File: config.mk
export PLATFORM = sky130hd
export DESIGN_NAME = keypad_scan_debounce_flat
export DESIGN_NICKNAME = d
export VERILOG_FILES = /design/src/rtl/keypad_pkg.sv /design/src/rtl/keypad_scan_debounce_if.sv /design/src/rtl/keypad_sync2.sv /design/src/rtl/keypad_scan_debounce.sv /design/src/flat_wrapper.sv
export SDC_FILE = /design/constraint.sdc
export NUM_CORES = 1
export LEC_CHECK = 0
export ABC_AREA = 1
export CORE_ASPECT_RATIO = 2
export CORE_MARGIN = 2
export CORE_UTILIZATION = 55
export CTS_CLUSTER_DIAMETER = 150
export DETAILED_ROUTE_END_ITERATION = 8
export PLACE_DENSITY_LB_ADDON = 0.1
export SYNTH_ARGS = -nofsm -noshare
export SYNTH_HDL_FRONTEND = slang
export SYNTH_SLANG_ARGS = --single-unit
File: constraint.sdc
create_clock -name clk -period 2.8 [get_ports clk]
set_input_delay 0.28 -clock clk [delete_from_list [all_inputs] [get_ports clk]]
set_output_delay 0.28 -clock clk [all_outputs]
set_load 0.005 [all_outputs]
File: src/rtl/keypad_pkg.sv
// Shared types and helpers for the 4x3 keypad scanner and debouncer.
package keypad_pkg;

  typedef enum logic [1:0] {
    SCAN,
    DEBOUNCE,
    HELD
  } state_t;

  localparam logic [3:0] KEY_STAR  = 4'hA;
  localparam logic [3:0] KEY_SHARP = 4'hB;

  // Rows 1-3 carry the digits 1-9 in reading order; row 4 is '*', '0', '#'.
  function automatic logic [3:0] rc_to_code(input logic [3:0] row, input logic [2:0] col);
    logic [3:0] r;
    logic [3:0] c;
    logic [3:0] code;
    r = row[1] ? 4'd1 : row[2] ? 4'd2 : 4'd0;
    c = col[1] ? 4'd1 : col[2] ? 4'd2 : 4'd0;
    if (row[3])
      code = col[0] ? KEY_STAR : col[1] ? 4'h0 : KEY_SHARP;
    else
      code = r * 4'd3 + c + 4'd1;
    return code;
  endfunction

endpackage

File: src/rtl/keypad_scan_debounce_if.sv
// Keypad pin and key-report signals; slave is the scanner, master the surrounding system.
interface keypad_scan_debounce_if;
  logic [3:0] row_in;
  logic [2:0] col_drive;
  logic [3:0] row_out;
  logic [2:0] col_out;
  logic       key_valid;
  logic [3:0] key_code;

  modport master (
    output row_in,
    input  col_drive, row_out, col_out, key_valid, key_code
  );

  modport slave (
    input  row_in,
    output col_drive, row_out, col_out, key_valid, key_code
  );
endinterface

File: src/rtl/keypad_sync2.sv
// Two-flop synchroniser for the asynchronous keypad row returns.
module keypad_sync2 (
  input  logic       clk,
  input  logic       rst_n,
  input  logic [3:0] d,
  output logic [3:0] q
);
  logic [3:0] meta;

  always_ff @(posedge clk or negedge rst_n) begin
    if (!rst_n) begin
      meta <= '0;
      q    <= '0;
    end else begin
      meta <= d;
      q    <= meta;
    end
  end
endmodule

File: src/rtl/keypad_scan_debounce.sv
// Column scanner, press/release debouncer and single-key reporter for a 4x3 keypad.
// Define KEYPAD_AUTOREPEAT_EN to re-pulse key_valid every REPEAT_CYCLES while a key is held.
module keypad_scan_debounce
  import keypad_pkg::*;
#(
  parameter int SCAN_DIV        = 1000,
  parameter int DEBOUNCE_CYCLES = 20000,
  parameter int REPEAT_CYCLES   = 500000
) (
  input logic clk,
  input logic rst_n,
  keypad_scan_debounce_if.slave kp
);
  localparam int DW = $clog2(SCAN_DIV + 1);
  localparam int BW = $clog2(DEBOUNCE_CYCLES + 1);
  localparam logic [DW-1:0] DWELL_LAST = DW'(SCAN_DIV - 1);
  localparam logic [BW-1:0] DEB_LAST   = BW'(DEBOUNCE_CYCLES - 1);

  if (SCAN_DIV < 4 || DEBOUNCE_CYCLES < 1 || REPEAT_CYCLES < 1) begin : g_bad_params
    $error("keypad_scan_debounce: SCAN_DIV must be >= 4 and the cycle counts positive");
  end

  state_t        state, state_d;
  logic [3:0]    rs;
  logic [2:0]    col_drive_q, col_drive_d, col_rot;
  logic [3:0]    cand_row, cand_row_d;
  logic [2:0]    cand_col, cand_col_d;
  logic [DW-1:0] dwell_cnt, dwell_d;
  logic [BW-1:0] deb_cnt, deb_d;
  logic [BW-1:0] rel_cnt, rel_d;
  logic [3:0]    row_out_q, row_out_d;
  logic [2:0]    col_out_q, col_out_d;
  logic [3:0]    key_code_q, key_code_d;
  logic          key_valid_q, key_valid_d;
`ifdef KEYPAD_AUTOREPEAT_EN
  localparam int RW = $clog2(REPEAT_CYCLES + 1);
  localparam logic [RW-1:0] REP_LAST = RW'(REPEAT_CYCLES - 1);
  logic [RW-1:0] rep_cnt, rep_d;
`endif

  keypad_sync2 u_sync (
    .clk   (clk),
    .rst_n (rst_n),
    .d     (kp.row_in),
    .q     (rs)
  );

  assign col_rot = {col_drive_q[1:0], col_drive_q[2]};

  always_ff @(posedge clk or negedge rst_n) begin
    if (!rst_n) begin
      state       <= SCAN;
      col_drive_q <= 3'b001;
      cand_row    <= '0;
      cand_col    <= '0;
      dwell_cnt   <= '0;
      deb_cnt     <= '0;
      rel_cnt     <= '0;
      row_out_q   <= '0;
      col_out_q   <= '0;
      key_code_q  <= '0;
      key_valid_q <= 1'b0;
`ifdef KEYPAD_AUTOREPEAT_EN
      rep_cnt     <= '0;
`endif
    end else begin
      state       <= state_d;
      col_drive_q <= col_drive_d;
      cand_row    <= cand_row_d;
      cand_col    <= cand_col_d;
      dwell_cnt   <= dwell_d;
      deb_cnt     <= deb_d;
      rel_cnt     <= rel_d;
      row_out_q   <= row_out_d;
      col_out_q   <= col_out_d;
      key_code_q  <= key_code_d;
      key_valid_q <= key_valid_d;
`ifdef KEYPAD_AUTOREPEAT_EN
      rep_cnt     <= rep_d;
`endif
    end
  end

  always_comb begin
    state_d     = state;
    col_drive_d = col_drive_q;
    cand_row_d  = cand_row;
    cand_col_d  = cand_col;
    dwell_d     = dwell_cnt;
    deb_d       = deb_cnt;
    rel_d       = rel_cnt;
    row_out_d   = row_out_q;
    col_out_d   = col_out_q;
    key_code_d  = key_code_q;
    key_valid_d = 1'b0;
`ifdef KEYPAD_AUTOREPEAT_EN
    rep_d       = rep_cnt;
`endif
    case (state)
      SCAN: begin
        // Rows are only trusted at the end of a dwell, after the column change has settled.
        if (dwell_cnt == DWELL_LAST) begin
          dwell_d = '0;
          if ($onehot(rs)) begin
            cand_row_d = rs;
            cand_col_d = col_drive_q;
            state_d    = DEBOUNCE;
          end else begin
            col_drive_d = col_rot;
          end
        end else begin
          dwell_d = dwell_cnt + 1'b1;
        end
      end
      DEBOUNCE: begin
        if (rs != cand_row) begin
          state_d     = SCAN;
          col_drive_d = col_rot;
        end else if (deb_cnt == DEB_LAST) begin
          state_d     = HELD;
          row_out_d   = cand_row;
          col_out_d   = cand_col;
          key_code_d  = rc_to_code(cand_row, cand_col);
          key_valid_d = 1'b1;
        end else begin
          deb_d = deb_cnt + 1'b1;
        end
      end
      HELD: begin
        // A bounce or a second key both break the run of all-zero rows.
        if (rs != '0) begin
          rel_d = '0;
        end else if (rel_cnt == DEB_LAST) begin
          state_d     = SCAN;
          col_drive_d = col_rot;
          row_out_d   = '0;
          col_out_d   = '0;
          key_code_d  = '0;
        end else begin
          rel_d = rel_cnt + 1'b1;
        end
`ifdef KEYPAD_AUTOREPEAT_EN
        if (state_d == HELD) begin
          if (rep_cnt == REP_LAST) begin
            rep_d       = '0;
            key_valid_d = 1'b1;
          end else begin
            rep_d = rep_cnt + 1'b1;
          end
        end
`endif
      end
      default: state_d = SCAN;
    endcase
    if (state_d != state) begin
      dwell_d = '0;
      deb_d   = '0;
      rel_d   = '0;
`ifdef KEYPAD_AUTOREPEAT_EN
      rep_d   = '0;
`endif
    end
  end

  assign kp.col_drive = col_drive_q;
  assign kp.row_out   = row_out_q;
  assign kp.col_out   = col_out_q;
  assign kp.key_code  = key_code_q;
  assign kp.key_valid = key_valid_q;
endmodule
File: src/flat_wrapper.sv
// flat-port wrapper written by rule: the top's interface ports become plain ports
module keypad_scan_debounce_flat import keypad_pkg::*;
#(
  parameter int SCAN_DIV        = 1000,
  parameter int DEBOUNCE_CYCLES = 20000,
  parameter int REPEAT_CYCLES   = 500000
)
  (clk, rst_n, kp_row_in, kp_col_drive, kp_row_out, kp_col_out, kp_key_valid, kp_key_code);
  keypad_scan_debounce_if kp_i ();
  input logic clk;
  input logic rst_n;
  input wire logic [$bits(kp_i.row_in)-1:0] kp_row_in;
  output wire logic [$bits(kp_i.col_drive)-1:0] kp_col_drive;
  output wire logic [$bits(kp_i.row_out)-1:0] kp_row_out;
  output wire logic [$bits(kp_i.col_out)-1:0] kp_col_out;
  output wire logic [$bits(kp_i.key_valid)-1:0] kp_key_valid;
  output wire logic [$bits(kp_i.key_code)-1:0] kp_key_code;
  assign kp_i.row_in = kp_row_in;
  assign kp_col_drive = kp_i.col_drive;
  assign kp_row_out = kp_i.row_out;
  assign kp_col_out = kp_i.col_out;
  assign kp_key_valid = kp_i.key_valid;
  assign kp_key_code = kp_i.key_code;
  keypad_scan_debounce #(.SCAN_DIV(SCAN_DIV), .DEBOUNCE_CYCLES(DEBOUNCE_CYCLES), .REPEAT_CYCLES(REPEAT_CYCLES)) u_core (.clk(clk), .rst_n(rst_n), .kp(kp_i));
endmodule
==> impl_metrics.tcl, run 1 <==
set metrics [dict create \
    drive_above_1_share_pct 15.5 \
    crit_family "simple AND/OR/NAND/NOR gates" \
    swShare_pct 22.4 \
    n_antenna_cell 0 \
    cts_tree "done" \
    top_usage_layer "met2" \
    ctsRootBufferMaster "clkbuf_16" \
    cts_sinks 72 \
    grt_pass1_wl_um 15000 \
    io_buffers 20 \
    initial_core_util_pct 56.3 \
    wire_per_inst_um 13.5 \
    ir_drop_mv 0.483 \
    power_density_nw_per_um2 430 \
    dieArea_um2 8430 \
    report.final.slew_viol_count 0 \
    worst_ep_arrival_time_ns 2.93 \
    clock_skew_ns 0.00745 \
    cts_buffers 9 \
    grt_start_max_net_pins 73 \
    grt_overflow_total 0 \
    place_congestion 0.849 \
    hp-class "in2async" \
    r2r-start "u_core.u_sync.q[1]" \
    worstMarginPinSlew_ns 0.898 \
    relSlewSlack_pct 40.1 \
    cp_common_cell "nand3_2" \
    clkTransAtPathRegs_ns 0.06 \
    outcome "finished clean" \
    ys_async_sr_fraction_pct 100 \
    crit_chain "inv_2 > ha_4 > ha_4 > fa_1 > nor3_2 > buf_4 > nand3_2 > nand2_2 > nand3_2 > nand3_2 > nand2_1 > nand2_2 > nor2_8 > buf_12 > clkbuf_16 > nand3_1 > nand2_1" \
    tns_ns 0 \
    insertion_delay_ns 0.33 \
    crit_path_start_kind "flop" \
    synthCells 536 \
    grt_pass1_vias 3310 \
    die_w_um 65.9 \
    via_per_inst 5.29 \
    worst-r2r-setup-slack_ns 0.08 \
    antenna_found_initial 0 \
    dr_total_vias 3560 \
    dr.pass1.iters 4 \
    synth_area_leaders "dfrtp_1 (42%), nand2_1 (11%), nand3_1 (8.1%)" \
    synth_cell_type_count 38 \
    rows 45 \
    synth_nets 560 \
    wirelength_um 9120 \
    grt_use_met3_pct 3.69 \
    detail-route-antenna-nets 0 \
    io_pins 21 \
    crit_path_max_incr_delay_ns 0.47 \
    htreeDepth 3 \
    maxCapViolCount 0 \
    hpwl_um 6050 \
    worstSetupPathDepth 17 \
    yosys_register_bits 72 \
    synth_edf_count 0 \
    fmax_ghz 0.368 \
    yosysSeqAreaShare_pct 42.8 \
    ys.flop_type "dfrtp_1" \
    power_switching_mw 0.491 \
    cellInternalPower_mw 1.70 \
    combPwrFrac_pct 3.6 \
    met2_usage_pct 37.8 \
    crit_path_end "u_core.dwell_cnt[1]" \
    critPathKind "reg2reg" \
    yosysTopAreaCellShare_pct 42.1 \
    clk_path_buf_depth 2 \
    min_period_ns 2.72 \
    drt-initial-drc-count 208 \
    worst_slack_ns 0.0822 \
    seqPwrFrac_pct 47.8 \
    rsz0062_at_grt "true" \
    grtUsageTotal_pct 22.9 \
    yosys.area.top_type "dfrtp_1" \
    crit_buf_inv 4 \
    crit_required_ns 3.02 \
    area_growth_syn_to_layout_pct 21.1 \
    hold_violations 0 \
    clockPowerShare_pct 48.6 \
    critPathCaptureType "flop" \
    fin_util_pct 68.2 \
    post-place-ws_ns 0.0191 \
    grtUsageMet1_pct 29.3 \
    avgSynthCellArea_um2 7.87 \
    coreArea_um2 7490 \
    crit_fanout 6 \
    syn_area_um2 4220 \
    critPathSlowestCell "fa_1" \
    nets 598 \
    drc 0 \
    p_leak_nw 2.44 \
    yosys_warnings 0 \
    cp-startpoint "u_core.u_sync.q[1]" \
    reg2reg_depth 17 \
    period_share_pct 97.1 \
    r2r-end "u_core.dwell_cnt[1]" \
    ctsHoldBuffers 0 \
    setup_viol 0 \
    die_h_um 128 \
]
==> timing repair <==
item,in CTS,in global routing
endpoints found under the setup margin,3,40
gates cloned,0,5
buffers inserted,0,6
pin swaps,0,17
gates resized for setup,1,32
==> power groups by stage <==
| stage | Clock (mW) | Combinational (mW) | Sequential [mW] |
|---|---|---|---|
| after detailed placement | 0 | 0.0650 | 1.07 |
| after CTS | 1.10 | 0.0679 | 1.05 |
| after global routing | 1.13 | 0.0907 | 1.05 |
| after global placement | 0 | 0.0638 | 1.07 |
| final | 1.07 | 0.0787 | 1.05 |
| after floorplan | 0 | 0.0216 | 1.07 |
==> sequential cells by signal (all words and copies together), names as in the netlist, 3 cells and up <==
signal / cells
u_core.cand_col: 3
u_core.cand_row: 4
u_core.deb_cnt: 15
u_core.dwell_cnt: 10
u_core.kp.col_drive: 3
u_core.kp.col_out: 3
u_core.kp.key_code: 4
u_core.kp.row_out: 4
u_core.rel_cnt: 15
u_core.u_sync.meta: 4
u_core.u_sync.q: 4
==> cell usage after synthesis (2+ instances only) <==
| cell type | number |
|---|---|
| nand4_1 | 9 |
| nand3_1 | 68 |
| nor2_2 | 8 |
| nand2_2 | 3 |
| a21oi_1 | 18 |
| clkbuf_1 | 5 |
| fa_1 | 2 |
| buf_2 | 3 |
| a211oi_1 | 2 |
| o21ai_0 | 16 |
| xnor2_1 | 3 |
| o31ai_1 | 3 |
| nor3_1 | 11 |
| nor2_1 | 70 |
| nor4_1 | 2 |
| inv_2 | 2 |
| and3_1 | 2 |
| buf_6 | 5 |
| a21o_1 | 2 |
| dfrtp_1 | 71 |
| nor2_4 | 4 |
| xor2_1 | 19 |
| nand2_1 | 120 |
| ha_1 | 16 |
| inv_1 | 59 |
==> layout make-up <==
type / instances / area (um^2)
Clock buffer: 10 / 239
Clock inverter: 6 / 42.5
Fill cell: 614 / 2380
Inverter: 63 / 249
Multi-Input combinational cell: 387 / 2200
Sequential cell: 72 / 1800
Tap cell: 94 / 118
Timing Repair Buffer: 40 / 445
Timing Repair inverter: 1 / 8.76
==> cell usage in the layout (no fill, tap or decap), types with 10 or more instances in the layout <==
cell type / instances
a21oi_1: 18
buf_4: 13
inv_1: 55
clkdlybuf4s50_1: 19
clkbuf_16: 12
nor2_1: 69
nand2_1: 117
o21ai_0: 16
nor3_1: 10
nand3_1: 54
ha_1: 11
dfrtp_1: 71
nand3_2: 14
xor2_1: 19
==> worst min-delay path by stage <==
stage | end | cells past startpoint | from | slack (ns)
floorplan | u_core.cand_col[0] | 0 | rst_n | -0.02
global placement | u_core.u_sync.q[1] | 0 | u_core.u_sync.meta[1] | 0.33
detailed placement | u_core.u_sync.q[1] | 0 | u_core.u_sync.meta[1] | 0.34
CTS | u_core.kp.row_out[0] | 1 | rst_n | 0.1
global route | u_core.u_sync.meta[0] | 1 | rst_n | 0.16
finish | u_core.kp.col_drive[2] | 1 | rst_n | 0.07
==> cells by family (layout without fill, tap and decap cells) <==
family / Yosys count / after routing / share of synthesized area, %
fa+ha+maj: 18 / 18 / 5.70
flops: 72 / 72 / 42.8
xor+xnor: 22 / 22 / 4.57
buf+inv: 77 / 120 / 8.34
simple gates: 302 / 302 / 32.6
compound gates: 45 / 45 / 6.08
==> layer usage <==
layer,up-vias,part of all wire [%]
li1,1805,-
met1,1691,43
met2,50,53
met3,14,2.5
met4,0,2.0
met5,-,0
==> per-stage QoR <==
stage	cell area [um^2]	total power, mW	instances	hold slack, ns
after floorplan	4220	1.09	536	-0.0156
after global placement	4530	1.13	647	0.334
after detailed placement	4530	1.13	647	0.341
after CTS	4820	2.21	663	0.0975
after global routing	5100	2.27	673	0.157
final	5100	2.20	673	0.0739
(Power assumes the default switching activity.)
==> run 2, diff against run 1 <==
--- a/config.mk
+++ b/config.mk
@@ -11,6 +11,8 @@
 export CORE_UTILIZATION = 55
 export CTS_CLUSTER_DIAMETER = 150
 export DETAILED_ROUTE_END_ITERATION = 8
+export GPL_ROUTABILITY_DRIVEN = 1
+export MAX_ROUTING_LAYER = met4
 export PLACE_DENSITY_LB_ADDON = 0.1
 export SYNTH_ARGS = -nofsm -noshare
 export SYNTH_HDL_FRONTEND = slang
==> run 2 against run 1 <==
  * Critical path depth is the same
  * Sequential share of layout area is the same
  * Critical endpoint unchanged
  * Sequential power is essentially flat
  * Critical path type unchanged
  * Via count grew 0.56%
  * Maximum frequency is essentially flat
  * Sequential cell count is the same
  * Highest routed layer unchanged
  * Core utilization is the same
==> impl_metrics.tcl, run 2 (same netlist as run 1, synthesis figures left out) <==
set metrics [dict create \
    initial_core_util_pct 56.3 \
    critPathCaptureType "flop" \
    report.final.slew_viol_count 0 \
    grtUsageMet1_pct 29.4 \
    hpwl_um 6050 \
    hold_violations 0 \
    insertion_delay_ns 0.34 \
    reg_top3 "u_core.deb_cnt (15), u_core.rel_cnt (15), u_core.dwell_cnt (10)" \
    rsz0062_at_grt "true" \
    dr.pass1.iters 5 \
    grt_start_max_net_pins 73 \
    ctsRootBufferMaster "clkbuf_16" \
    worstMarginPinSlew_ns 0.901 \
    fillers 614 \
    io_pins 21 \
    power_density_nw_per_um2 431 \
    area_growth_syn_to_layout_pct 21.1 \
    clock_skew_ns 0.00850 \
    critPathKind "reg2reg" \
    post-place-ws_ns 0.0191 \
    hp-class "in2async" \
    fin_area_um2 5100 \
    mostFrequentLayoutCells "nand2_1 (117), dfrtp_1 (71), nor2_1 (69)" \
    drc 0 \
    htreeDepth 3 \
    grt_pass1_wl_um 15000 \
    grt_use_met3_pct 3.69 \
    grt_pass1_vias 3309 \
    io_buffers 20 \
    wirelength_um 9220 \
    top_usage_layer "met2" \
    drive_above_1_share_pct 15.5 \
    setup_viol 0 \
    dpl_cell_area_um2 4530 \
    crit_chain "inv_2 > ha_4 > ha_4 > fa_1 > nor3_2 > buf_4 > nand3_2 > nand2_2 > nand3_2 > nand3_2 > nand2_1 > nand2_2 > nor2_8 > buf_12 > clkbuf_16 > nand3_1 > nand2_1" \
    die_w_um 65.9 \
    dieArea_um2 8430 \
    crit_required_ns 3.02 \
    mostFrequentLayoutCell "nand2_1" \
    tns_ns 0 \
    cts_tree "done" \
    period_share_pct 97.2 \
    clkTransAtPathRegs_ns 0.06 \
    maxCapViolCount 0 \
    via_per_inst 5.32 \
    min_period_ns 2.72 \
    outcome "finished clean" \
    clk_path_buf_depth 2 \
    cp_common_cell "nand3_2" \
    n_antenna_cell 0 \
    dr_total_vias 3580 \
    coreArea_um2 7490 \
    grtUsageTotal_pct 23.5 \
    relSlewSlack_pct 39.9 \
    drt-initial-drc-count 224 \
    ir_drop_mv 0.484 \
    antenna_found_initial 0 \
    worst_slack_ns 0.0797 \
    crit_family "simple AND/OR/NAND/NOR gates" \
    nets 598 \
    crit_path_start_kind "flop" \
    crit_path_max_incr_delay_ns 0.47 \
    fmax_ghz 0.368 \
    rows 45 \
    crit_fanout 6 \
    die_h_um 128 \
    detail-route-antenna-nets 0 \
    met2_usage_pct 37.7 \
    p_leak_nw 2.44 \
    wire_per_inst_um 13.7 \
    cts_sinks 72 \
    crit_buf_inv 4 \
    critPathSlowestCell "fa_1" \
    place_congestion 0.862 \
    cts_buffers 9 \
    worst_ep_arrival_time_ns 2.94 \
    grt_overflow_total 0 \
]
run 2: cell counts in the layout (fill, tap and decap cells not counted):
No cell type changed its count.
run 2: repair_timing:
item                       4_1_cts  5_1_grt
pin swaps                        0       17
buffers inserted                 0        6
cloned                           0        5
setup endpoints to repair        3       40
hold buffers                     0        0
resized for setup                1       32
run 2: metrics by stage:
step | hold slack, ns | util, % | std cells | power, mW
floorplan | -0.0156 | - | 536 | 1.09
finish | 0.0762 | 68.2 | 673 | 2.20
detailed placement | 0.341 | 60.5 | 647 | 1.13
CTS | 0.0975 | 64.3 | 663 | 2.21
global route | 0.159 | 68.2 | 673 | 2.27
global placement | 0.334 | 60.5 | 647 | 1.13
run 2: power by group:
| part | switching [mW] | internal (mW) |
|---|---|---|
| registers | 0.00302 | 1.05 |
| clock network | 0.445 | 0.626 |
| logic | 0.0472 | 0.0316 |
| total | 0.495 | 1.70 |
run 2: layer usage:
metal | part of all wire (%) | wire, um
met4 | 2.3 | 208
met3 | 2.4 | 219
met5 | 0 | 0
met1 | 43 | 4000
met2 | 52 | 4790
run 2: path summary, 6_finish.rpt:
check,cells past startpoint,startpoint,to,slack (ns)
min in group clk,0,u_core.u_sync.meta[2],u_core.u_sync.q[2],0.35
setup / recovery,17,u_core.u_sync.q[2],u_core.dwell_cnt[1],0.08
max in group asynchronous,1,rst_n,u_core.deb_cnt[3],2.14
setup reg to reg,17,u_core.u_sync.q[2],u_core.dwell_cnt[1],0.08
hold reg to reg,0,u_core.u_sync.meta[2],u_core.u_sync.q[2],0.35
hold / removal,1,rst_n,u_core.kp.col_drive[2],0.08
run 2: final cells by class:
cell class	instances	area [um^2]	share of cell area (%)
tap	94	118	2.30
timing repair buffer	40	445	8.73
inverter	63	249	4.88
timing repair inverter	1	8.76	0.172
clock inverter	6	42.5	0.833
clock buffer	10	239	4.68
sequential	72	1800	35.3
multi-input combinational	387	2200	43.1
run 2: worst reg2reg max path, delay by kind of cell (launching register included):
kind / cells / cell delay, ns
adder cells (fa/ha/maj): 3 / 0.82
flip-flops: 1 / 0.39
AND/OR/NAND/NOR: 10 / 0.86
buffers and inverters: 4 / 0.53
